## src/rtl/lc3_mem_responder.sv

```systemverilog
// LC-3 MAR/MDR memory responder: one request at a time, serviced from async SRAM or the 0xFFFF switch/hex register.
// Latency: R rises WAIT_CYCLES+1 edges after the request edge (SRAM), or 1 edge after it (MMIO).
// Backpressure: four-phase Mem_CE/R handshake; R holds until Mem_CE is seen low, and no new request is taken before that.
// Optional feature macro: LC3_MEM_MMIO_EN (decodes 0xFFFF as switches/hex display; undefined => plain SRAM address, HEX_Out = 0).
module lc3_mem_responder #(
   parameter int unsigned WAIT_CYCLES = 2
) (
   input  logic        Clk,
   input  logic        Reset_al,
   input  logic        Mem_CE,
   input  logic        Mem_WE,
   input  logic [15:0] MAR,
   input  logic [15:0] MDR,
   output logic [15:0] MDR_In,
   output logic        R,
   output logic [19:0] SRAM_ADDR,
   output logic [15:0] Data_to_SRAM,
   input  logic [15:0] Data_from_SRAM,
   output logic        SRAM_CE_N,
   output logic        SRAM_OE_N,
   output logic        SRAM_WE_N,
   input  logic [15:0] Data_SW,
   output logic [15:0] HEX_Out
);

   localparam logic [1:0] S_IDLE   = 2'd0;
   localparam logic [1:0] S_ACCESS = 2'd1;
`ifdef LC3_MEM_MMIO_EN
   localparam logic [1:0] S_MMIO   = 2'd2;
`endif
   localparam logic [1:0] S_DONE   = 2'd3;

   localparam logic [3:0] WAIT_INIT = 4'(WAIT_CYCLES);

   logic [1:0] state;
   logic [3:0] cnt;
   // Direction of the accepted request; MAR/MDR/Mem_WE are ignored once accepted.
   logic       req_we;

   // Handshake FSM; every output is a register so nothing reaches the pins combinationally.
   always_ff @(posedge Clk) begin
      if (!Reset_al) begin
         state        <= S_IDLE;
         cnt          <= 4'd0;
         req_we       <= 1'b0;
         R            <= 1'b0;
         MDR_In       <= 16'h0000;
         SRAM_ADDR    <= 20'h00000;
         Data_to_SRAM <= 16'h0000;
         SRAM_CE_N    <= 1'b1;
         SRAM_OE_N    <= 1'b1;
         SRAM_WE_N    <= 1'b1;
      end else begin
         case (state)
            S_IDLE: begin
               if (Mem_CE) begin
                  req_we       <= Mem_WE;
                  SRAM_ADDR    <= {4'h0, MAR};
                  Data_to_SRAM <= MDR;
`ifdef LC3_MEM_MMIO_EN
                  if (MAR == 16'hFFFF) begin
                     state <= S_MMIO;
                  end else
`endif
                  begin
                     // Strobes go active on the same edge that enters ACCESS.
                     state     <= S_ACCESS;
                     cnt       <= WAIT_INIT;
                     SRAM_CE_N <= 1'b0;
                     SRAM_OE_N <= Mem_WE;
                     SRAM_WE_N <= ~Mem_WE;
                  end
               end
            end
            S_ACCESS: begin
               if (cnt != 4'd0) begin
                  cnt <= cnt - 4'd1;
               end else begin
                  if (!req_we) MDR_In <= Data_from_SRAM;
                  R         <= 1'b1;
                  SRAM_CE_N <= 1'b1;
                  SRAM_OE_N <= 1'b1;
                  SRAM_WE_N <= 1'b1;
                  state     <= S_DONE;
               end
            end
`ifdef LC3_MEM_MMIO_EN
            S_MMIO: begin
               if (!req_we) MDR_In <= Data_SW;
               R     <= 1'b1;
               state <= S_DONE;
            end
`endif
            S_DONE: begin
               // Wait for the requester to drop Mem_CE before accepting anything new.
               if (!Mem_CE) begin
                  R     <= 1'b0;
                  state <= S_IDLE;
               end
            end
            default: state <= S_IDLE;
         endcase
      end
   end

`ifdef LC3_MEM_MMIO_EN
   // Hex display register, loaded by an MMIO write from the latched write data.
   always_ff @(posedge Clk) begin
      if (!Reset_al) begin
         HEX_Out <= 16'h0000;
      end else if (state == S_MMIO && req_we) begin
         HEX_Out <= Data_to_SRAM;
      end
   end
`else
   // No MMIO: display register does not exist and switches are not read.
   assign HEX_Out = 16'h0000;
   logic unused_sw;
   assign unused_sw = ^Data_SW;
`endif

endmodule

```

## config.mk

```make
export PLATFORM = sky130hd
export DESIGN_NAME = lc3_mem_responder
export DESIGN_NICKNAME = d
export VERILOG_FILES = /design/src/rtl/lc3_mem_responder.sv
export SDC_FILE = /design/constraint.sdc
export NUM_CORES = 1
export LEC_CHECK = 0
export BUFFER_PORTS_ARGS = -buffer_cell sky130_fd_sc_hd__clkbuf_2
export CAP_MARGIN = 20
export CELL_PAD_IN_SITES_DETAIL_PLACEMENT = 1
export CELL_PAD_IN_SITES_GLOBAL_PLACEMENT = 1
export CORE_AREA = 5 5 95 97
export DETAILED_ROUTE_END_ITERATION = 8
export DIE_AREA = 0 0 100 102
export HOLD_SLACK_MARGIN = 0.15
export PLACE_DENSITY = 0.78
export SYNTH_ARGS = -nofsm -noshare
export SYNTH_HDL_FRONTEND = slang
export SYNTH_SLANG_ARGS = --single-unit
```

## constraint.sdc

```tcl
create_clock -name Clk -period 2.35 [get_ports Clk]
set_input_delay 0.1175 -clock Clk [delete_from_list [all_inputs] [get_ports Clk]]
set_output_delay 0.1175 -clock Clk [all_outputs]
set_load 0.05 [all_outputs]
```

After elaboration in Yosys (flattened, before gate mapping). Cells that the tools add are included. W data, S select, Z words.

Add/sub/neg operators: 1. Equality and inequality tests: 6. Multiplexer cells: 16. Bitwise operators: 3. Reductions and logical operators: 10.

Operators by type and width (number): $reduce_and A3 Y1 (5); $mux W4 (2); $ne A2 B2 Y1 const B (4); $pmux W1 S2 (4); $pmux W4 S2 (1); $mux W2 (3); $pmux W2 S3 (1); $mux W1 (5); $reduce_bool A2 Y1 (2); $reduce_bool A4 Y1 (1); $sub A4 B1 Y4 const B (1); $not A1 Y1 (3); $eq A2 B1 Y1 const B (1); $eq A2 B2 Y1 const B (1); $logic_not A2 Y1 (1); $reduce_and A2 Y1 (1).

Flip-flop bits (word level): 59. Input port bits: 68. Output and inout port bits: 72. Word-level logic and storage cells: 46.

Logic depth before layout (Yosys ltp).
Word-level depth: 3. Depth in mapped cells: 7. Depth with buffers taken out: 5.

Worst setup path before layout. OpenSTA, ideal clock, no wires.

Kind: register to register. From: reg cnt[0]. To: reg cnt[3]. Setup time: 70 ps. Arrival: 1438 ps. Required time: 2280 ps. Setup slack: 842 ps. Cell stages (with the launch flop): 7. Buffers on the path: 1. Period minus slack after synthesis: 1508 ps. Cells stage by stage: dfxtp_1 -> inv_1 -> ha_1 -> nor4bb_1 -> buf_6 -> or4_1 -> a21oi_1.

Word-level cells in the longest chain between the ends: 3. Elaborated cells on any way between the ends: 6. Those cells by class: 1 x add/sub; 1 x eq/ne; 2 x mux; 2 x reduce/logical.

RTL lines: start: declaration (RTL line 36) `logic [3:0] cnt;`; start signal: assignment (RTL line 77) `cnt <= cnt - 4'd1;`; $sub A4 B1 Y4 or $reduce_bool A4 Y1 (tied branches) (RTL line 77, 76); $mux W4 or $ne A2 B2 Y1 (tied branches); $pmux W4 S2 or $reduce_and A3 Y1 (tied branches).

Parallel ways exist; a longest one is shown, timed or not. The select of a mux whose other input is x is not followed. A chain may end at the register's enable or synchronous reset.

Worst setup path in the final report.
From: reg cnt[0]. To: reg cnt[1].

The elaborated chain is that of the path after synthesis.

==> flow_summary.toml <==
[status]
outcome = "finished, final reports clean"

[cts]
root_buffer = "clkbuf_8"
clk_latency_ps = 330
htreeDepth = 3
cts_tree = "yes"
cts_resized = 0
clk_pin_slew_ps = 70
clockBufferDepth = 2
clock_sinks = 59
cts_buffers = 9

[floorplanning]
initial_core_util_pct = 32.0
die_area_mm2 = 0.0102
die_w_um = 100
core_mm2 = 0.00805
io-pin-count = 140
std_cell_rows = 33
dieHeight_um = 102

[setup_path]
cp.required_ps = 2630
arrival_ps = 2030
criticalPathCategory = "reg -> reg"
path_max_fanout = 18
reg2regPathDepth = 5
end_kind = "flop"
startpoint_type = "flop"
r2r_end = "cnt[1]$_SDFFE_PN0P_"
reg2reg_from = "cnt[0]$_SDFFE_PN0P_"
r2r_slack_ps = 600

[logic_synthesis]
ys_warn_count = 0
syn-instance-count = 296
ys_types = 33
seq_area_frac_synth_pct = 45.8
synth_edf_count = 0
synth_async_sr_flop_share_pct = 0
muxShareOfSynthArea_pct = 0
synth_xor_area_share_pct = 0
syn_area_per_cell_um2 = 8.71
synthAdderAreaFrac_pct = 0.485
synthSimpleGateAreaFrac_pct = 19.3
syn-cell-area_mm2 = 0.00258
ys_seq_elements = 59
synth_ff_type = "dfxtp_1"
synth_top_family_by_area = "compound AO/OA/AOI/OAI gates"
synth-compound-area-share_pct = 22.6

[power_and_ir_drop]
leakagePower_nw = 1.68
p_per_area_mw_per_mm2 = 811
ir_drop_mv = 0.315
finalPower_mw = 3.07

[routing]
detail-route-antenna-nets = 0
drtPass1Iterations = 4
wl_per_cell_um = 14.9
wl_um = 8260
drc_errors = 0
via_per_inst = 4.61
via_count = 2557
drtIter0Drc = 82

[sta]
hold_viol_final = 0
max_freq_ghz = 0.572
post-route-period-util_pct = 74.4
holdWs_ps = 189
setup_tns_ps = 0
relSlewSlack_pct = 34.5
setup_violations = 0
rsz0062_at_grt = "no"
drv_slew = 0
clock_skew_ps = 12.3
fin_crit_ps = 1750
worstMarginPinSlew_ps = 982

[final_layout]
final_core_util_pct = 47.0
register_area_mm2 = 0.00118
drive_above_1_share_pct = 28.8
finalInstanceArea_mm2 = 0.00378
n_fill_cell = 1005
multi_input_area_mm2 = 0.00117
nets = 512
syn2layout_area_growth_pct = 46.7

[global_route]
first_global_vias = 2777
antenna_found_initial = 0
grt_overflow = 0
grt_pass1_wl_um = 13400
track_usage_pct = 16.6
grt_max_degree = 59

[place]
hpwlAfterDp_um = 5130
placed_area_mm2 = 0.00306
port_buffers = 103
finalWeightedCongestion = 0.763

[min_path]
hp-class = "in -> reg"
hold_end = "state[0]$_SDFFE_PN0P_"
hold_depth = 3
holdCritStartpoint = "Mem_CE"

[run]
maxCapViolCount = 0
through the flow:
stage	instances	setup WS (ps)
final	555	601
after global routing	553	481
after CTS	553	590
after detailed placement	488	605
after global placement	488	655
after floorplan	315	842
cell usage in the layout (no fill, tap or decap), types with 2 or more instances in the layout:
cell	instances
buf_4	6
a21oi_1	4
nor3_1	2
nand2_1	67
o21ai_0	25
dfxtp_1	59
or3_1	2
a21boi_0	21
clkinvlp_4	2
inv_1	5
conb_1	20
clkbuf_8	10
clkbuf_2	103
a21boi_1	31
diode_2	2
dlygate4sd3_1	49
or3b_1	2
nand2b_1	2
nor3b_4	2
bufinv_16	2
nand3_1	16
o31ai_1	2
or4_1	2
worst max path at each step:
stage / from / slack (ps) / to / depth (start not counted)
after global routing: cnt[0]$_SDFFE_PN0P_ / 480 / MDR_In[10]$_SDFFE_PN0P_ / 5
after CTS: cnt[0]$_SDFFE_PN0P_ / 590 / cnt[1]$_SDFFE_PN0P_ / 5
after detailed placement: cnt[0]$_SDFFE_PN0P_ / 600 / cnt[1]$_SDFFE_PN0P_ / 5
after global placement: cnt[0]$_SDFFE_PN0P_ / 650 / cnt[1]$_SDFFE_PN0P_ / 5
after floorplan: cnt[0]$_SDFFE_PN0P_ / 840 / cnt[3]$_SDFFE_PN0P_ / 6
final: cnt[0]$_SDFFE_PN0P_ / 600 / cnt[1]$_SDFFE_PN0P_ / 5
sequential cells by signal, indices dropped and copies added, names as in the netlist:
signal and count:
SRAM_OE_N 1, SRAM_ADDR 16, SRAM_WE_N 1, cnt 4
MDR_In 16, state 2, Data_to_SRAM 16, req_we 1
R 1, SRAM_CE_N 1
repair_timing:
item / in CTS / in global routing
hold endpoints to repair: 50 / 0
setup buffers: 0 / 0
hold buffers: 49 / 0
power by group:
part	total (mW)	internal (mW)	leakage, nW	switching (mW)
combinational	0.874	0.263	1.09	0.610
clock	1.04	0.625	0.109	0.418
sequential	1.15	1.09	0.483	0.0631
critical path, stage by stage (launching register included):
cell and delay, ps:
dfxtp_1 330, inv_1 60, ha_1 200, or3b_1 630, o2111ai_1 300, o311a_1 180
cells by family (layout without fill, tap and decap cells):
kind of cell,after synthesis,count (layout)
AND/OR/NAND/NOR,102,102
AO/OA/AOI/OAI,87,87
adder cells (fa/ha/maj),1,1
buffers and inverters,46,179
flip-flops,59,59
other,1,22
metal layers:
metal,track usage (%),vias to the layer above,share of wire (%)
met5,0,-,0
met4,6.11,0,1.2
met3,3.62,10,6.4
met2,30.8,86,52
met1,18.5,1198,40
li1,-,1263,-
cell usage after synthesis (4+ instances only):
cell | number | share of area [%]
a21boi_0 | 21 | 6.1
a21boi_1 | 31 | 9.0
a21oi_1 | 4 | 0.78
buf_2 | 5 | 0.97
buf_4 | 24 | 7.0
buf_6 | 4 | 1.7
clkbuf_1 | 7 | 1.0
dfxtp_1 | 59 | 46
inv_1 | 5 | 0.73
nand2_1 | 67 | 9.8
nand3_1 | 16 | 3.1
o21ai_0 | 25 | 4.9
cell type report:
type	count	area share [%]
repair buffers	158	27.8
inverters	5	0.496
multi-input cells	210	30.9
clock buffers	10	3.64
clock inverters	6	2.35
well taps	105	3.47
flip-flops and latches	59	31.2
diodes	2	0.132
Power figures use the tool's default switching activity.
